$ cat src/rtl/ddr3_cmd_arbiter.sv
// ddr3_cmd_arbiter: arbitrates up to four host requesters onto the DDR3
// command FIFO (33-bit entries) and streams their write data into the
// 16-bit input data FIFO. Block writes reserve data FIFO space at grant
// time and then stream BLK_LEN-1 further words with a per-beat acknowledge.
// Optional build macro DDR3_ARB_RR_EN: defined selects round-robin
// arbitration; undefined selects fixed priority (lowest index wins).
module ddr3_cmd_arbiter #(
  parameter int NREQ       = 4,
  parameter int DATA_DEPTH = 32,
  parameter int BLK_LEN    = 8
) (
  input  logic                clk,
  input  logic                reset,
  input  logic                ready,
  input  logic [NREQ-1:0]     req,
  input  logic [3*NREQ-1:0]   req_cmd,
  input  logic [25*NREQ-1:0]  req_addr,
  input  logic [16*NREQ-1:0]  req_din,
  input  logic                cmd_notfull,
  input  logic                data_notfull,
  input  logic [5:0]          data_fillcount,
  output logic [NREQ-1:0]     gnt,
  output logic [NREQ-1:0]     wack,
  output logic                cmd_put,
  output logic [32:0]         cmd_data,
  output logic                data_put,
  output logic [15:0]         data_out,
  output logic                busy
);

  localparam logic [2:0] CMD_SCR = 3'b001;
  localparam logic [2:0] CMD_SCW = 3'b010;
  localparam logic [2:0] CMD_BLR = 3'b011;
  localparam logic [2:0] CMD_BLW = 3'b100;
  localparam int         BEAT_W  = (BLK_LEN > 2) ? $clog2(BLK_LEN) : 1;

  typedef enum logic [1:0] {IDLE, ISSUE, BURST} state_t;

  state_t              r_state;
  logic [1:0]          r_id;
  logic                r_is_blw;
  logic [BEAT_W-1:0]   r_beat;
  logic [NREQ-1:0]     r_gnt;
  logic                r_cmd_put;
  logic [32:0]         r_cmd_data;
  logic                r_data_put;
  logic [15:0]         r_data_out;

  logic [1:0]          w_base;
  logic [1:0]          w_win;
  logic                w_found;
  logic                w_go;
  logic [2:0]          w_cmd;
  logic [24:0]         w_addr;
  logic [15:0]         w_din;
  logic [15:0]         w_burst_din;
  logic                w_legal;
  logic                w_has_data;

  // Data FIFO space a command needs before it may be granted.
  function automatic logic space_ok(input logic [2:0] cmd, input logic dnf,
                                    input logic [5:0] fill);
    case (cmd)
      CMD_SCW: return dnf;
      CMD_BLW: return ({26'd0, fill} <= 32'(DATA_DEPTH - BLK_LEN));
      default: return 1'b1;
    endcase
  endfunction

`ifdef DDR3_ARB_RR_EN
  logic [1:0] r_ptr;
  assign w_base = r_ptr;
`else
  assign w_base = 2'd0;
`endif

  // Pick the first eligible requester in priority order starting at w_base;
  // requesters failing their space check are skipped.
  always_comb begin
    int idx;
    idx     = 0;
    w_found = 1'b0;
    w_win   = 2'd0;
    for (int k = NREQ - 1; k >= 0; k--) begin
      idx = (int'(w_base) + k) % NREQ;
      if (req[idx] && space_ok(req_cmd[3*idx +: 3], data_notfull, data_fillcount)) begin
        w_found = 1'b1;
        w_win   = 2'(idx);
      end
    end
  end

  assign w_go        = ready & cmd_notfull & w_found;
  assign w_cmd       = req_cmd[3*int'(w_win) +: 3];
  assign w_addr      = req_addr[25*int'(w_win) +: 25];
  assign w_din       = req_din[16*int'(w_win) +: 16];
  assign w_burst_din = req_din[16*int'(r_id) +: 16];
  assign w_legal     = (w_cmd == CMD_SCR) || (w_cmd == CMD_SCW) ||
                       (w_cmd == CMD_BLR) || (w_cmd == CMD_BLW);
  assign w_has_data  = (w_cmd == CMD_SCW) || (w_cmd == CMD_BLW);

  // Arbitration FSM with registered grant, command and data strobes.
  always_ff @(posedge clk) begin
    if (reset) begin
      r_state    <= IDLE;
      r_id       <= 2'd0;
      r_is_blw   <= 1'b0;
      r_beat     <= '0;
      r_gnt      <= '0;
      r_cmd_put  <= 1'b0;
      r_cmd_data <= '0;
      r_data_put <= 1'b0;
      r_data_out <= '0;
`ifdef DDR3_ARB_RR_EN
      r_ptr      <= 2'd0;
`endif
    end else begin
      r_gnt      <= '0;
      r_cmd_put  <= 1'b0;
      r_data_put <= 1'b0;
      case (r_state)
        IDLE: begin
          if (w_go) begin
            r_state  <= ISSUE;
            r_id     <= w_win;
            r_is_blw <= (w_cmd == CMD_BLW);
            r_gnt    <= NREQ'(1) << w_win;
            if (w_legal) begin
              r_cmd_put  <= 1'b1;
              r_cmd_data <= {w_cmd, w_addr, 3'b000, w_win};
            end
            if (w_has_data) begin
              r_data_put <= 1'b1;
              r_data_out <= w_din;
            end
`ifdef DDR3_ARB_RR_EN
            r_ptr <= (int'(w_win) + 1 == NREQ) ? 2'd0 : w_win + 2'd1;
`endif
          end
        end
        ISSUE: begin
          r_beat  <= '0;
          r_state <= r_is_blw ? BURST : IDLE;
        end
        BURST: begin
          r_data_put <= 1'b1;
          r_data_out <= w_burst_din;
          if (r_beat == BEAT_W'(BLK_LEN - 2)) begin
            r_state <= IDLE;
          end else begin
            r_beat <= r_beat + 1'b1;
          end
        end
        default: r_state <= IDLE;
      endcase
    end
  end

  assign gnt      = r_gnt;
  assign cmd_put  = r_cmd_put;
  assign cmd_data = r_cmd_data;
  assign data_put = r_data_put;
  assign data_out = r_data_out;
  assign wack     = (r_state == BURST) ? (NREQ'(1) << r_id) : '0;
  assign busy     = (r_state != IDLE);

endmodule

$ cat config.mk
export PLATFORM = sky130hd
export DESIGN_NAME = ddr3_cmd_arbiter
export DESIGN_NICKNAME = d
export VERILOG_FILES = /design/src/rtl/ddr3_cmd_arbiter.sv
export SDC_FILE = /design/constraint.sdc
export NUM_CORES = 1
export LEC_CHECK = 0
export BUFFER_PORTS_ARGS = -buffer_cell sky130_fd_sc_hd__buf_4
export CORE_UTILIZATION = 40
export DETAILED_ROUTE_END_ITERATION = 6
export PLACE_DENSITY_LB_ADDON = 0.2
export SYNTH_ARGS = -nofsm -noshare
export SYNTH_HDL_FRONTEND = slang
export SYNTH_SLANG_ARGS = --single-unit
$ cat constraint.sdc
create_clock -name clk -period 3.5 [get_ports clk]
set_input_delay 1.05 -clock clk [delete_from_list [all_inputs] [get_ports clk]]
set_output_delay 1.05 -clock clk [all_outputs]
set_load 0.02 [all_outputs]
==> metrics.md, run 1 <==
| Metric | Value |
|---|---|
| Clk buf depth | 2 |
| CP most frequent cell | buf_6 |
| Outcome | finished, final reports clean |
| Top cells by area, synth | dfxtp_1, mux2i_1, nand2_1 |
| Die height | 106.0 um |
| CP cell instances | buf_6 -> o311ai_4 -> buf_6 -> a2111oi_4 -> o22a_1 -> nand2_2 -> a221o_1 -> a22oi_2 -> mux2i_4 -> buf_12 -> mux2i_1 -> nor2_1 |
| Die area | 11230 sq um |
| Gr ovfl total | 0 |
| CP endpoint kind | register |
| Core Region | 10420 sq um |
| Port-buffer cells | 247 |
| Via count | 5016 |
| Worst-Skew Late Latency | 330 ps |
| Setup violators final | 0 |
| # nets final | 1011 |
| First-pass GRT wire length | 22570 um |
| Worst r2r dst | data_out[11] |
| Num CTS Buffers | 9 |
| CTS tree | done |
| Area post-placement | 6533 sq um |
| Top layer in use | met4 |
| Max VDD drop | 0.0001943 V |
| Yosys top cell by area | dfxtp_1 |
| Hold path cells | 2 |
| Post-route DRC | 0 |
| # diodes | 0 |
| CP arrival | 3600 ps |
| Row count | 37 |
| WL met1 | 5154 um |
| Largest net degree at the start of global routing | 61 |
| Initial antenna violation count | 0 |
| Synth Instances | 563 |
| Layout area overhead | 56.97% |
| Hold Buf Count CTS | 0 |
| Met3 Wirelength | 1125 um |
| CTS root buf | clkbuf_8 |
| Layout cells sized above 1 | 39.61% |
| Worst R2R Path Depth | 9 |
| Min-delay src | r_is_blw |
| Ys async rst share | 0% |
| Crit Path Max Fanout | 15 |
| Max-slew violation total from the final report | 0 |
| Slew @ Worst Pin | 1084 ps |
| Syn avg cell area | 7.681 sq um |
| Chip width | 106.0 um |
| WS Path Type | input port to register |
| Hpwl dp | 10710 um |
| H-tree depth | 3 |
| Synth unique cells | 57 |
| Post-synthesis sequential area ratio | 27.78% |
| Worst hold endpoint | r_is_blw |
| Commonest cells post-synth | nand2_1, mux2i_1, dfxtp_1, nor2_1 |
| RSZ-0062 raised after global routing | true |
| Max Cap Viol | 0 |
| Final Cycle Share | 97.31% |
| Vias in the first global route | 5028 |
| Initial Util | 41.51% |
| Initial detailed-routing violation count | 194 |
| Ports | 251 |
| Hold Worst Slack | 456.3 ps |
| Clk pin slew, worst setup/hold paths | 70 ps |
| Vias per cell | 5.230 |
| Max Freq | 0.2936 GHz |
| Setup WS post-layout | 94.07 ps |
| Met2 wire len | 6905 um |
| PwrDens | 328.7 nW/um^2 |
| Number of synthesized flops with an enable pin | 0 |
| Fin. Hold Viols | 0 |
| Delay of the slowest critical-path stage | 420 ps |
| Post-route ant nets | 0 |
| Mapped Area | 4324 sq um |
| Critical-path top delay cell | a2111oi_4 |
| Final WL | 13750 um |
| R2R Setup Slk | 890 ps |
| Count leader, synth | nand2_1 |
| Final min period | 3406 ps |
| Final GP Congestion | 0.8553 |
| Setup slack at placement | -407.9 ps |
| Worst slew margin | 27.48% |
| Leakage power | 0.003151 uW |
| Tot GR Track Use | 24.77% |
| RR Startpoint | r_state[1] |
| Clock skew | 5.354 ps |
| TritonRoute pass-1 iters | 4 |
| Routed wire length per instance | 14.33 um |
| Yosys Warn Count | 0 |
| Yosys top cell area share | 27.78% |
| Crit start category | input port |
| Hold Crit Class | register to register |
| CP required | 3700 ps |
| Final Cell Area | 6788 sq um |
| Clock sink count | 60 |
| Prevailing post-synth register cell | dfxtp_1 |
| #FFs+latches synth | 60 |
| Final core occ | 65.17% |
-- worst max path at each step --
stage / startpoint / slack (ps) / end / cells after the start
after floorplan: data_fillcount[0] / -50 / cmd_data[0] / 11
after global placement: data_fillcount[0] / -290 / cmd_data[16] / 12
after detailed placement: data_fillcount[0] / -410 / cmd_data[8] / 12
after CTS: data_fillcount[0] / 10 / cmd_data[8] / 13
after global routing: data_fillcount[0] / -40 / cmd_data[8] / 12
final: data_fillcount[0] / 90 / cmd_data[8] / 12
-- through the flow --
step / total power, uW / instances / setup TNS, ps
2_1_floorplan: 1217 / 565 / -994.1
3_3_place_gp: 1578 / 942 / -9326
3_5_place_dp: 1598 / 942 / -13770
4_1_cts: 2245 / 958 / 0
5_1_grt: 2351 / 959 / -275.3
6_report: 2231 / 959 / 0
-- layer usage --
| layer | up-vias | GRT usage, % |
|---|---|---|
| li1 | 2490 | - |
| met1 | 2249 | 26.00 |
| met2 | 233 | 45.70 |
| met3 | 44 | 5.579 |
| met4 | 0 | 13.29 |
| met5 | - | 0 |
-- kinds of logic after synthesis --
kind of cell / Yosys count / synth area share [%]
AOI/OAI and AO/OA: 103 / 19.79
muxes: 77 / 17.82
and+or+nand+nor: 259 / 26.65
xor gates and xnor gates: 2 / 0.5788
buffers and inverters: 59 / 6.713
DFF: 60 / 27.78
adders and majority gates: 2 / 0.5786
other: 1 / 0.08672
-- power by group --
part / switching (uW) / internal, uW / leakage, uW
logic: 409 / 425 / 0.00256
clock network: 276 / 366 / 0.000102
registers: 28.2 / 727 / 0.000486
total: 713 / 1520 / 0.00315
-- what timing repair did --
| action | CTS | global route |
|---|---|---|
| endpoints found under the setup margin | 28 | 28 |
| setup buffers | 0 | 1 |
| pin swaps | 0 | 3 |
| resized for setup | 2 | 8 |
-- critical path, delay by kind of cell --
kind | cells | cell delay, ps
AOI/OAI and AO/OA | 5 | 1390
and+or+nand+nor | 2 | 170
muxes | 2 | 550
buffers and inverters | 3 | 430
-- final cells by class --
type	count	area (sq um)
flip-flops and latches	60	1201
fillers	869	3628
clock inverters	4	47.55
well taps	136	170.2
multi-input cells	446	2902
inverters	11	41.29
repair buffers	290	2271
clock buffers	12	155.1
-- placed cells by master (no fill, tap or decap), drive strengths merged, types with 3 or more instances in the layout --
master	n
a2111oi	5
a21oi	7
a22oi	19
a31oi	26
and3	26
buf	290
clkbuf	12
conb	3
dfxtp	60
inv	11
mux2i	77
nand2	149
nor2	48
nor3	5
nor3b	17
o211ai	16
o21ai	6
o22a	3
o41ai	4
or2	3
-- flip-flops by register name, summed over array words and instances, names as in the netlist --
register  flops
r_id          2
gnt           4
r_state       2
data_put      1
cmd_data     30
data_out     16
r_is_blw      1
r_beat        3
cmd_put       1
Power figures use the tool's default switching activity.
==> run 2, diff against run 1 <==
Settings changed: CORE_ASPECT_RATIO set to 0.75.
==> run 2 against run 1 <==
  * Hold slack improved by 7.0 ps
  * Sequential cell count is the same
  * Combinational power increased by 3.6%
  * Die area hardly changed
  * Clock skew decreased by 1.6 ps
  * Count of clock-buffer cells in the layout down 2
  * Power grew 15%
  * Global-route usage increased by 1.2 points
  * Via count up 1.3%
  * Final cell count is 0.73% higher
  * First-iteration DRC count is 62% higher
  * Critical path depth is 1 higher
  * Critical path type unchanged
==> metrics.md, run 2 (synthesis results as in run 1) <==
| Metric | Value |
|---|---|
| Largest register FFs | 30 (unchanged) |
| Final min period | 3483 ps (was 3406 ps) |
| Leakage power | 0.003253 uW (was 0.003151 uW) |
| Delay-heaviest family, CP | compound AO/OA/AOI/OAI gates (unchanged) |
| Placed Cells incl. Taps | 943 (was 942) |
| Chip width | 122.1 um (was 106.0 um) |
| Commonest non-fill, non-tap cell in the layout | buf_4 (unchanged) |
| Port-buffer cells | 247 (unchanged) |
| Layout area overhead | 62.50% (was 56.97%) |
| Largest net degree at the start of global routing | 61 (unchanged) |
| Final Cycle Share | 99.50% (was 97.31%) |
| Clock skew | 3.797 ps (was 5.354 ps) |
| TritonRoute pass-1 iters | 5 (was 4) |
| Via count | 5079 (was 5016) |
| Final WL | 14690 um (was 13750 um) |
| Worst slew margin | 21.24% (was 27.48%) |
| WS Path Type | input port to register (unchanged) |
| Die height | 92.05 um (was 106.0 um) |
| Tot GR Track Use | 25.99% (was 24.77%) |
| # nets final | 1018 (was 1011) |
| Max Freq | 0.2871 GHz (was 0.2936 GHz) |
| Crit Path Max Fanout | 7 (was 15) |
| Routed wire length per instance | 15.21 um (was 14.33 um) |
| Initial Util | 41.54% (was 41.51%) |
| CP required | 3690 ps (was 3700 ps) |
| # diodes | 0 (unchanged) |
| Crit start category | input port (unchanged) |
| CP arrival | 3670 ps (was 3600 ps) |
| Setup slack at placement | -526.9 ps (was -407.9 ps) |
| Setup WS post-layout | 17.41 ps (was 94.07 ps) |
| Num CTS Buffers | 9 (unchanged) |
| Final core occ | 67.50% (was 65.17%) |
| Vias per cell | 5.258 (was 5.230) |
| Hpwl dp | 11030 um (was 10710 um) |
| Clock sink count | 60 (unchanged) |
| Max-slew violation total from the final report | 0 (unchanged) |
| Row count | 32 (was 37) |
| Final GP Congestion | 0.8820 (was 0.8553) |
| Worst-Skew Late Latency | 330 ps (about the same) |
| Max Cap Viol | 0 (unchanged) |
| Fin. Hold Viols | 0 (unchanged) |
| Most frequent cells in the layout | buf_4, nand2_1, mux2i_1, dfxtp_1, nor2_1 (unchanged) |
| Post-route DRC | 0 (unchanged) |
| Setup violators final | 0 (unchanged) |
| Critical-path top delay cell | a2111oi_4 (unchanged) |
| Initial antenna violation count | 0 (unchanged) |
| First-pass GRT wire length | 23340 um (was 22570 um) |
| Outcome | finished, final reports clean (unchanged) |
| CTS root buf | clkbuf_16 (was clkbuf_8) |
| Fin cells | 966 (was 959) |
| Slew @ Worst Pin | 1177 ps (was 1084 ps) |
| CP cell instances | buf_8 -> o311ai_4 -> buf_12 -> a2111oi_4 -> buf_4 -> o32ai_4 -> a221o_1 -> a22oi_2 -> mux2i_4 -> buf_6 -> buf_16 -> mux2i_1 -> nor2_1 (was buf_6 -> o311ai_4 -> buf_6 -> a2111oi_4 -> o22a_1 -> nand2_2 -> a221o_1 -> a22oi_2 -> mux2i_4 -> buf_12 -> mux2i_1 -> nor2_1) |
| Post-route ant nets | 0 (unchanged) |
| CP endpoint kind | register (unchanged) |
| CP bufs+invs | 5 (was 3) |
| Ports | 251 (unchanged) |
| RSZ-0062 raised after global routing | true (unchanged) |
| CTS tree | done (unchanged) |
| Delay of the slowest critical-path stage | 420 ps (about the same) |
| H-tree depth | 3 (unchanged) |
| Clk pin slew, worst setup/hold paths | 50 ps (was 70 ps) |
| Layout cells sized above 1 | 40.72% (was 39.61%) |
| Hold Crit Class | register to register (unchanged) |
| Max VDD drop | 0.0002166 V (was 0.0001943 V) |
| Initial detailed-routing violation count | 314 (was 194) |
| Gr ovfl total | 0 (unchanged) |
| Clk buf depth | 2 (unchanged) |
| Core Region | 10410 sq um (was 10420 sq um) |
| Vias in the first global route | 4889 (was 5028) |
| PwrDens | 366.2 nW/um^2 (was 328.7 nW/um^2) |
| Die area | 11230 sq um (about the same) |
## run 2: changes by cell type in the layout (fill, tap and decap cells not counted), moves of 2 or more
| cell | delta |
|---|---|
| buf_4 | +4 |
| buf_8 | +2 |
| clkbuf_8 | -10 |
| clkbuf_16 | +9 |
| clkinvlp_4 | +2 |
## run 2: stage by stage
stage	TNS [ps]	hold slack (ps)	area, sq um	total power, uW
3_5_place_dp	-17860	456.1	6565	1599
3_3_place_gp	-9669	447.1	6565	1579
2_1_floorplan	-994.1	436.4	4332	1217
6_report	0	463.3	7027	2573
4_1_cts	0	465.6	7023	2597
5_1_grt	-1486	479.6	7027	2700
## run 2: worst register-to-register path, stage by stage, from the launching register on
cell      delay, ps
dfxtp_1         530
nor2b_1         730
buf_4           330
nand2_1         110
o21ai_4         110
buf_12          190
mux2i_1         230
mux2i_1         110
a22oi_1         210
o211ai_1        110
## run 2: final timing paths
path	start	slack, ps	cells after the start	end
min reg2reg	r_is_blw	460	2	r_is_blw
max	data_fillcount[2]	20	13	cmd_data[23]
min	r_is_blw	460	2	r_is_blw
max reg2reg	r_state[1]	720	9	data_out[10]
## run 2: layer usage
metal,track usage (%),share of wire [%],wire length (um)
met3,5.659,6.3,926
met2,43.74,48,7059
met4,6.911,1.3,196
met1,33.24,44,6510
met5,0,0,0
## run 2: layout make-up
class / count / area [sq um]
Clock buffer: 10 / 239.0
Clock inverter: 6 / 87.58
Fill cell: 897 / 3383
Inverter: 11 / 41.29
Multi-Input combinational cell: 446 / 2920
Sequential cell: 60 / 1201
Tap cell: 136 / 170.2
Timing Repair Buffer: 297 / 2367
## run 2: power by group
part / leakage (uW) / switching [uW] / internal, uW
logic: 0.00262 / 419 / 444
registers: 0.000486 / 26.2 / 728
clock network: 0.000151 / 316 / 640
total: 0.00325 / 761 / 1810
## run 2: repair_timing
item	CTS	global route
gates resized for setup	8	11
hold buffers	0	0
cloned	2	0
pin swaps	6	8
setup buffers	4	3
setup endpoints to repair	28	29
